$ cat config.mk
export PLATFORM = sky130hd
export DESIGN_NAME = decode_issue_stage
export DESIGN_NICKNAME = d
export VERILOG_FILES = /design/src/rtl/decode_issue_stage.sv
export SDC_FILE = /design/constraint.sdc
export NUM_CORES = 1
export LEC_CHECK = 0
export BUFFER_PORTS_ARGS = -buffer_cell sky130_fd_sc_hd__buf_4
export CAP_MARGIN = 40
export CELL_PAD_IN_SITES_DETAIL_PLACEMENT = 1
export CELL_PAD_IN_SITES_GLOBAL_PLACEMENT = 1
export CORE_MARGIN = 2
export CORE_UTILIZATION = 30
export DETAILED_ROUTE_END_ITERATION = 12
export GPL_ROUTABILITY_DRIVEN = 1
export PLACE_DENSITY_LB_ADDON = 0.08
export SETUP_SLACK_MARGIN = 0.2
export SLEW_MARGIN = 30
export SYNTH_ARGS = -nofsm -noshare
export SYNTH_HDL_FRONTEND = slang
export SYNTH_SLANG_ARGS = --single-unit
$ cat constraint.sdc
create_clock -name clk -period 2.9 [get_ports clk]
set_clock_uncertainty 0.2 [all_clocks]
set_input_delay 0.58 -clock clk [delete_from_list [all_inputs] [get_ports clk]]
set_output_delay 0.58 -clock clk [all_outputs]
set_load 0.01 [all_outputs]
$ cat src/rtl/decode_issue_stage.sv
// RV32I decode/issue stage: decodes the IF/ID instruction, bypasses write-back data into the
// operands, stalls on load-use hazards and registers the result into ID/EX under valid/ready.
module decode_issue_stage #(
  parameter int XLEN       = 32,
  parameter int REG_ADDR_W = 5
) (
  input  logic                  clk,
  input  logic                  rst_n,
  input  logic                  if_valid,
  input  logic [31:0]           if_instr,
  input  logic [31:0]           if_pc,
  output logic                  id_ready,
  output logic [REG_ADDR_W-1:0] rf_rs1,
  output logic [REG_ADDR_W-1:0] rf_rs2,
  input  logic [XLEN-1:0]       rf_rs1_data,
  input  logic [XLEN-1:0]       rf_rs2_data,
  input  logic                  wb_we,
  input  logic [REG_ADDR_W-1:0] wb_rd,
  input  logic [XLEN-1:0]       wb_data,
  input  logic                  flush,
  input  logic                  ex_ready,
  output logic                  id_valid,
  output logic [31:0]           id_pc,
  output logic [XLEN-1:0]       id_op_a,
  output logic [XLEN-1:0]       id_op_b,
  output logic [31:0]           id_imm,
  output logic [REG_ADDR_W-1:0] id_rd,
  output logic [6:0]            id_opcode,
  output logic [2:0]            id_funct3,
  output logic                  id_funct7b5,
  output logic                  id_reg_write,
  output logic                  id_mem_read,
  output logic                  id_mem_write,
  output logic                  id_illegal
);

  localparam logic [6:0] OPC_LUI    = 7'b0110111;
  localparam logic [6:0] OPC_AUIPC  = 7'b0010111;
  localparam logic [6:0] OPC_JAL    = 7'b1101111;
  localparam logic [6:0] OPC_JALR   = 7'b1100111;
  localparam logic [6:0] OPC_BRANCH = 7'b1100011;
  localparam logic [6:0] OPC_LOAD   = 7'b0000011;
  localparam logic [6:0] OPC_STORE  = 7'b0100011;
  localparam logic [6:0] OPC_OPIMM  = 7'b0010011;
  localparam logic [6:0] OPC_OP     = 7'b0110011;
  localparam logic [6:0] OPC_FENCE  = 7'b0001111;
  localparam logic [6:0] OPC_SYSTEM = 7'b1110011;

  logic [6:0]            opcode;
  logic [REG_ADDR_W-1:0] rd_field;
  logic [REG_ADDR_W-1:0] rd_next;
  logic [31:0]           imm_next;
  logic                  use_rs1;
  logic                  use_rs2;
  logic                  illegal_next;
  logic                  reg_write_next;
  logic                  mem_read_next;
  logic                  mem_write_next;
  logic                  hazard;
  logic                  advance;
  logic                  accept;

  assign opcode   = if_instr[6:0];
  assign rd_field = if_instr[11:7];
  assign rf_rs1   = if_instr[19:15];
  assign rf_rs2   = if_instr[24:20];

  always_comb begin
    imm_next       = '0;
    rd_next        = rd_field;
    use_rs1        = 1'b1;
    use_rs2        = 1'b0;
    illegal_next   = 1'b0;
    reg_write_next = 1'b0;
    mem_read_next  = 1'b0;
    mem_write_next = 1'b0;
    case (opcode)
      OPC_LUI, OPC_AUIPC: begin
        imm_next       = {if_instr[31:12], 12'b0};
        use_rs1        = 1'b0;
        reg_write_next = 1'b1;
      end
      OPC_JAL: begin
        imm_next       = {{11{if_instr[31]}}, if_instr[31], if_instr[19:12], if_instr[20],
                          if_instr[30:21], 1'b0};
        use_rs1        = 1'b0;
        reg_write_next = 1'b1;
      end
      OPC_JALR, OPC_OPIMM: begin
        imm_next       = {{20{if_instr[31]}}, if_instr[31:20]};
        reg_write_next = 1'b1;
      end
      OPC_LOAD: begin
        imm_next       = {{20{if_instr[31]}}, if_instr[31:20]};
        reg_write_next = 1'b1;
        mem_read_next  = 1'b1;
      end
      OPC_FENCE, OPC_SYSTEM: imm_next = {{20{if_instr[31]}}, if_instr[31:20]};
      OPC_STORE: begin
        imm_next       = {{20{if_instr[31]}}, if_instr[31:25], if_instr[11:7]};
        rd_next        = '0;
        use_rs2        = 1'b1;
        mem_write_next = 1'b1;
      end
      OPC_BRANCH: begin
        imm_next = {{19{if_instr[31]}}, if_instr[31], if_instr[7], if_instr[30:25],
                    if_instr[11:8], 1'b0};
        rd_next  = '0;
        use_rs2  = 1'b1;
      end
      OPC_OP: begin
        use_rs2        = 1'b1;
        reg_write_next = 1'b1;
      end
      default: illegal_next = 1'b1;
    endcase
    // Writes to x0 are architecturally discarded, so never advertise them downstream.
    if (rd_field == '0) reg_write_next = 1'b0;
  end

  // Two read ports share the same bypass rule; x0 is forced to zero independently of the RF.
  logic [REG_ADDR_W-1:0] rs_addr [2];
  logic [XLEN-1:0]       rs_data [2];
  logic [XLEN-1:0]       op_next [2];

  assign rs_addr[0] = rf_rs1;
  assign rs_addr[1] = rf_rs2;
  assign rs_data[0] = rf_rs1_data;
  assign rs_data[1] = rf_rs2_data;

  generate
    for (genvar gi = 0; gi < 2; gi++) begin : g_bypass
      always_comb begin
        op_next[gi] = rs_data[gi];
        if (rs_addr[gi] == '0)
          op_next[gi] = '0;
        else if (wb_we && (wb_rd == rs_addr[gi]))
          op_next[gi] = wb_data;
      end
    end
  endgenerate

  assign hazard = if_valid && id_valid && id_mem_read && (id_rd != '0) &&
                  ((use_rs1 && (rf_rs1 == id_rd)) || (use_rs2 && (rf_rs2 == id_rd)));
  assign advance  = ex_ready || !id_valid;
  assign id_ready = advance && !hazard && !flush && rst_n;
  assign accept   = if_valid && id_ready;

  always_ff @(posedge clk) begin
    if (!rst_n) begin
      id_valid     <= 1'b0;
      id_pc        <= '0;
      id_op_a      <= '0;
      id_op_b      <= '0;
      id_imm       <= '0;
      id_rd        <= '0;
      id_opcode    <= '0;
      id_funct3    <= '0;
      id_funct7b5  <= 1'b0;
      id_reg_write <= 1'b0;
      id_mem_read  <= 1'b0;
      id_mem_write <= 1'b0;
      id_illegal   <= 1'b0;
    end else if (accept) begin
      id_valid     <= 1'b1;
      id_pc        <= if_pc;
      id_op_a      <= op_next[0];
      id_op_b      <= op_next[1];
      id_imm       <= imm_next;
      id_rd        <= rd_next;
      id_opcode    <= opcode;
      id_funct3    <= if_instr[14:12];
      id_funct7b5  <= if_instr[30];
      id_reg_write <= reg_write_next;
      id_mem_read  <= mem_read_next;
      id_mem_write <= mem_write_next;
      id_illegal   <= illegal_next;
    end else if (flush || advance) begin
      // Flush, hazard bubble or plain drain: only the side-effect flags must be cleared.
      id_valid     <= 1'b0;
      id_reg_write <= 1'b0;
      id_mem_read  <= 1'b0;
      id_mem_write <= 1'b0;
    end
  end

endmodule

# Yosys cells after proc, flatten, opt, wreduce, memory -nomap -nowiden
# Index checks and enable logic that the tools add are counted.
[word_totals]
wordCells = 76
register_bits = 149
output_inout_bits = 160
[op_classes]
n_reduce_logical = 30
eq_ne = 15
mux = 18
[op_table]
columns = ["op", "n"]
rows = [
  ["one-hot mux 32 bit (5 select lines)", 1],
  ["two-way mux 32 bit", 4],
  ["equality test 7 bit (second input constant)", 4],
  ["equality test 7 x 6 -> 1 bit (second input constant)", 3],
  ["equality test 5 bit", 4],
  ["zero test 5 bit", 3],
  ["equality test 7 x 5 -> 1 bit (second input constant)", 2],
  ["logical AND 1 bit", 12],
  ["two-way mux 1 bit", 12],
  ["OR reduction 11 bit", 1],
  ["equality test 7 x 2 -> 1 bit (second input constant)", 1],
  ["equality test 7 x 4 -> 1 bit (second input constant)", 1],
  ["OR reduction 7 bit", 1],
  ["OR reduction 3 bit", 2],
  ["two-way mux 5 bit", 1],
  ["nonzero test 5 bit", 1],
  ["OR reduction 5 bit", 1],
  ["OR reduction 2 bit", 2],
  ["zero test 1 bit", 3],
  ["logical OR 1 bit", 3],
  ["nonzero test 2 bit", 1],
]

# Longest topological paths before layout
[logic_depth]
depth_word = 12
depth_mapped = 9
depth_no_buf = 5

# Least setup slack after synthesis
# Ideal clock, no wire load.
[synth_path]
path_kind = "input to output"
start = "in if_instr[3]"
end = "out id_ready"
n_path_buf = 2
arrival_time_ns = 2.025
required_ns = 2.120
stages = 6
slack_ns = 0.095
path_cell_list = "clkbuf_1 -> nand4b_1 -> a21oi_1 -> o41ai_2 -> clkbuf_1 -> nor2_1"
[synth_between]
elab_chain_cells = 10
elab_cells_between_ends = 18
[synth_lines]
columns = ["element", "line", "source"]
rows = [
  ["from (decl)", "10", "input logic [31:0] if_instr,"],
  ["equality test 7 bit, or another cell as far along", "77", "case (opcode)"],
  ["OR reduction 3 bit (no source line)", "-", ""],
  ["two-way mux 1 bit", "77", ""],
  ["logical AND 1 bit", "144", "((use_rs1 && (rf_rs1 == id_rd)) || (use_rs2 && (rf_rs2 == id_rd)));"],
  ["logical OR 1 bit (*)", "144", ""],
  ["logical AND 1 bit (*)", "143", "assign hazard = if_valid && id_valid && id_mem_read && (id_rd != '0) &&"],
  ["zero test 1 bit (*)", "146", "assign id_ready = advance && !hazard && !flush && rst_n;"],
  ["logical AND 1 bit (*) (3 in a row)", "146", ""],
  ["to (decl)", "12", "output logic id_ready,"],
]
# Every way passes the cells marked *; elsewhere a longest branch is shown, timed or not.

# Final worst setup path
[layout_path]
start = "reg id_rd[1]"
end = "out id_ready"
[layout_between]
elab_chain_cells = 8
elab_cells_between_ends = 12
[layout_lines]
columns = ["element", "line", "source"]
rows = [
  ["from (decl)", "27", "output logic [REG_ADDR_W-1:0] id_rd,"],
  ["from (signal assigned)", "170", "id_rd <= rd_next;"],
  ["equality test 5 bit", "144", ""],
  ["logical AND 1 bit", "144", ""],
  ["logical OR 1 bit", "144", ""],
  ["logical AND 1 bit (*)", "143", ""],
  ["zero test 1 bit (*)", "146", ""],
  ["logical AND 1 bit (*) (3 in a row)", "146", ""],
]
# Marks and branches as above.

==> tab_implementation.tex <==
\begin{tabular}{lr}
\hline
Metric & Value \\
\hline
\multicolumn{2}{l}{\textbf{Yosys}} \\
\quad Netlist area before placement & around 7200 sq um \\
\quad Portion of the post-synthesis area used by sequential elements & approximately two fifths \\
\quad Proportion of synthesized area in mux cells & approximately a fifth \\
\quad Top flip-flop cell by instance count after synthesis & sky130\_fd\_sc\_hd\_\_dfxtp\_1 \\
\quad Fraction of the mapped netlist area in compound gates & about a fifth \\
\quad Area fraction in and, or, nand and nor cells after synthesis & roughly 9\% \\
\quad Share of synthesized registers carrying an async set or reset & 0\% \\
\quad Number of flops mapped to enable cells by yosys & 0 \\
\quad Most area-consuming cells after synthesis & sky130\_fd\_sc\_hd\_\_dfxtp\_1 41\%, sky130\_fd\_sc\_hd\_\_mux2i\_1 19\%, sky130\_fd\_sc\_hd\_\_o211ai\_1 7.5\%, sky130\_fd\_sc\_hd\_\_o31ai\_1 6.8\%, sky130\_fd\_sc\_hd\_\_nand2\_1 5.3\% \\
\quad Post-Synthesis Net Count & approximately 950 \\
\quad Area share of the leading cell type in the synthesized netlist & around two fifths \\
\quad Adder-cell share of the synthesized area & 0\% \\
\quad Post-synthesis cell type with the largest combined area & sky130\_fd\_sc\_hd\_\_dfxtp\_1 \\
\quad Number of cells produced by synthesis & 774 \\
\quad Register bit count reported by yosys & between 100 and 150 \\
\quad Number of synthesis warnings & 0 \\
\quad Dominant combinational cell family by area after synthesis & compound AO/OA/AOI/OAI gates \\
\quad Cell with the most instances after synthesis & sky130\_fd\_sc\_hd\_\_dfxtp\_1 \\
\quad XOR/XNOR Fraction of Synth Area & approximately 2.5\% \\
\quad Number of distinct library cell variants in the gate-level netlist after synthesis & between 40 and 50 \\
\quad Synthesized area per cell & 9.33 sq um \\
\quad Most frequent cells after synthesis & 149 x sky130\_fd\_sc\_hd\_\_dfxtp\_1, 139 x sky130\_fd\_sc\_hd\_\_mux2i\_1, 102 x sky130\_fd\_sc\_hd\_\_nand2\_1 \\
\multicolumn{2}{l}{\textbf{Cells and area}} \\
\quad Filler cell count in the final layout & roughly 2.8k \\
\quad Sequential cell area & $\sim$3000 sq um \\
\quad Area growth from synthesis to final layout & 49.5\% \\
\quad Antenna cell count & 0 \\
\quad Final instance area & around 11000 sq um \\
\quad Footprint of the multi-input gates & between 3000 and 4000 sq um \\
\quad Utilization of the core after routing & between 40\% and 50\% \\
\quad Share of post-route cells with drive strength above 1 & 37.9\% \\
\quad Nets@finish & 1249 \\
\multicolumn{2}{l}{\textbf{Power and ir drop}} \\
\quad Leakage Power & 0.00492 uW \\
\quad IR Drop Worst-Case VDD & 0.312 mV \\
\quad Total power & 5320 uW \\
\quad Power density over the cells & between 400 and 500 nW/um\^{}2 \\
\multicolumn{2}{l}{\textbf{CTS}} \\
\quad H-tree lvl count & 4 \\
\quad Total CTS buffers & 17 \\
\quad Clock tree root driver cell & sky130\_fd\_sc\_hd\_\_clkbuf\_16 \\
\quad Clock insertion delay at the later pin of the skew report & between 0.4 and 0.5 ns \\
\quad Count of clock tree sinks & approximately 150 \\
\quad Worst-path clk slew & $\sim$0.070 ns \\
\quad Hold\_buf cts & 0 \\
\quad Largest buffer count on any clock path & 2 \\
\quad CTS tree & built \\
\multicolumn{2}{l}{\textbf{Place}} \\
\quad Number of I/O port buffers & between 300 and 400 \\
\quad Final RePlAce weighted congestion & 0.757 \\
\quad Post-place setup slack & roughly 0.14 ns \\
\quad Placed instance area & roughly 10000 sq um \\
\quad Half-perimeter wire length after placement & roughly 20000 microns \\
\multicolumn{2}{l}{\textbf{Setup path}} \\
\quad Critical Path Sink Type & primary output \\
\quad Top cell family by delay on the critical path & simple AND/OR/NAND/NOR gates \\
\quad Endpoint arrival time on the critical path & 1.99 ns \\
\quad Master of the slowest instance on the critical path & sky130\_fd\_sc\_hd\_\_or4\_4 \\
\quad Buffers \& Inverters on Critical Path & 1 \\
\quad Cells traversed along the worst timing path & or4\_4 -> o2111ai\_4 -> o41ai\_4 -> nor2\_1 -> buf\_4 \\
\quad Largest stage delay, worst path & 0.54 ns \\
\quad Crit Path Category & flip-flop to primary output \\
\quad Crit path launch type & flip-flop \\
\quad Critical path peak fanout & 3 \\
\quad Slack of the worst reg-to-reg path & 0.31 ns \\
\quad Required time at the worst-slack endpoint & between 2 and 2.5 ns \\
\multicolumn{2}{l}{\textbf{Timing}} \\
\quad Sum Neg Setup Slack & 0 ns \\
\quad Max-slew violation count & 0 \\
\quad Final hold violation count & 0 \\
\quad \# setup viols final & 0 \\
\quad Worst relative slew slack & approximately three fifths \\
\quad Final critical-path share of the clock period & between 90\% and 100\% \\
\quad Final critical-path required period & $\sim$2.8 ns \\
\quad Transition time of the tightest slew-check pin & $\sim$0.61 ns \\
\quad Final worst slack & approximately 0.13 ns \\
\quad Unrepaired setup endpoints after global routing & yes \\
\quad Max Clock Freq & 361 MHz \\
\multicolumn{2}{l}{\textbf{Global routing}} \\
\quad Wire length of the first global-routing pass & about 43000 microns \\
\quad Global routing met1 resource utilization & 25.1\% \\
\quad GRT busiest layer & met2 \\
\quad Largest net degree at the start of global routing & about 100 \\
\quad Antenna violations before repair & 0 \\
\quad Global-route usage over all layers & a little over a fifth \\
\quad Met2 track utilization from global routing & between 30\% and 40\% \\
\quad Number of global-route vias before repair & $\sim$7.4k \\
\quad Overflow left after global routing & 0 \\
\quad Global-route met3 utilization & $\sim$7.7\% \\
\multicolumn{2}{l}{\textbf{Floorplanning}} \\
\quad Chip Width & around 160 microns \\
\quad Die Footprint & $\sim$25000 sq um \\
\quad Initial core utilization & between 30\% and 40\% \\
\quad Core region area & roughly 24000 sq um \\
\quad Die span in y & approximately 160 microns \\
\quad Number of I/O pins & roughly 330 \\
\quad Number of core rows & 56 \\
\multicolumn{2}{l}{\textbf{Routing}} \\
\quad Final WL & 27500 microns \\
\quad Vias after detailed routing & 6963 \\
\quad Detailed Route Iter0 Violations & 288 \\
\quad DRC violation count after routing & 0 \\
\quad Post-detailed-route count of antenna-violating nets & 0 \\
\quad Ratio of routed vias to standard cells & between 4 and 5 \\
\quad Final routed wire length divided by cell count & 19.5 microns \\
\quad Pre-antenna DRT Iters & 4 \\
\multicolumn{2}{l}{\textbf{Flow run}} \\
\quad Maxcap violations & 0 \\
\multicolumn{2}{l}{\textbf{Outcome}} \\
\quad Result of the run & complete, no violations \\
\multicolumn{2}{l}{\textbf{Min path}} \\
\quad Path type of the worst min-delay path & input pin to flip-flop \\
\hline
\end{tabular}
## stage by stage
step	cells	hold WS, ns
6_report	1410	0.189
5_1_grt	1410	0.171
4_1_cts	1409	0.170
3_5_place_dp	1373	0.253
3_3_place_gp	1372	0.244
2_1_floorplan	774	0.279
## metal layers
| layer | vias up | wire length [microns] |
|---|---|---|
| met4 | 0 | 304 |
| met1 | 3369 | 11400 |
| met3 | 13 | 2070 |
| li1 | 3382 | - |
| met5 | - | 0 |
| met2 | 199 | 13700 |
## worst paths after layout
check / end / cells past startpoint / startpoint
setup / recovery: id_ready / 5 / id_rd[1]
hold / removal: id_pc[24] / 3 / if_pc[24]
setup reg to reg: id_op_b[27] / 8 / id_rd[1]
hold reg to reg: id_funct3[0] / 2 / id_funct3[0]
## sequential cells by signal, indices dropped and copies added, names as in the netlist
| name | count |
|---|---|
| id_valid | 1 |
| id_funct3 | 3 |
| id_pc | 32 |
| id_imm | 32 |
| id_funct7b5 | 1 |
| id_illegal | 1 |
| id_mem_write | 1 |
| id_rd | 5 |
| id_opcode | 7 |
| id_reg_write | 1 |
| id_mem_read | 1 |
| id_op_a | 32 |
| id_op_b | 32 |
## report_power, final
part | leakage, uW | internal (uW) | switching [uW]
sequential | 0.00121 | 2120 | 43.6
clock | 0.000295 | 1310 | 1030
combinational | 0.00341 | 408 | 410
## cell type report
class | count | area share, %
Inverter | 43 | 1.50
Timing Repair Buffer | 366 | 26.9
Clock buffer | 17 | 3.94
Tap cell | 319 | 3.70
Sequential cell | 149 | 27.7
Multi-Input combinational cell | 501 | 34.5
Clock inverter | 15 | 1.72
## cell usage in the layout (no fill, tap or decap), types with 3 or more instances in the layout
| master | n |
|---|---|
| sky130_fd_sc_hd__xnor2_1 | 12 |
| sky130_fd_sc_hd__dfxtp_1 | 146 |
| sky130_fd_sc_hd__o211ai_1 | 72 |
| sky130_fd_sc_hd__xor2_1 | 9 |
| sky130_fd_sc_hd__nor2_1 | 7 |
| sky130_fd_sc_hd__inv_1 | 43 |
| sky130_fd_sc_hd__nand2_1 | 102 |
| sky130_fd_sc_hd__mux2i_1 | 139 |
| sky130_fd_sc_hd__o21ai_1 | 7 |
| sky130_fd_sc_hd__inv_8 | 4 |
| sky130_fd_sc_hd__or4_1 | 3 |
| sky130_fd_sc_hd__nand3_1 | 6 |
| sky130_fd_sc_hd__a21oi_1 | 19 |
| sky130_fd_sc_hd__buf_4 | 354 |
| sky130_fd_sc_hd__nor2b_1 | 4 |
| sky130_fd_sc_hd__inv_6 | 4 |
| sky130_fd_sc_hd__and2_1 | 6 |
| sky130_fd_sc_hd__o31ai_1 | 65 |
| sky130_fd_sc_hd__a211oi_1 | 3 |
| sky130_fd_sc_hd__o21ai_0 | 7 |
| sky130_fd_sc_hd__buf_12 | 11 |
| sky130_fd_sc_hd__clkbuf_16 | 17 |
| sky130_fd_sc_hd__a32oi_1 | 5 |
## tightest hold or removal path, stage by stage
cell,delay (ns)
sky130_fd_sc_hd__buf_4,0.08
sky130_fd_sc_hd__inv_1,0.03
sky130_fd_sc_hd__mux2i_1,0.10
## timing repair
item | in CTS | in global routing
pin swaps | 5 | 2
setup buffers | 4 | 1
gates resized for setup | 5 | 1
setup endpoints to repair | 1 | 1
## cell families (layout without fill, tap and decap cells)
| group | after synthesis | after routing |
|---|---|---|
| muxes | 139 | 139 |
| and+or+nand+nor | 147 | 147 |
| buffers and inverters | 124 | 441 |
| AOI/OAI and AO/OA | 194 | 194 |
| DFF | 149 | 149 |
| xor gates and xnor gates | 21 | 21 |
Note: power is estimated with default switching activity, not from simulation.
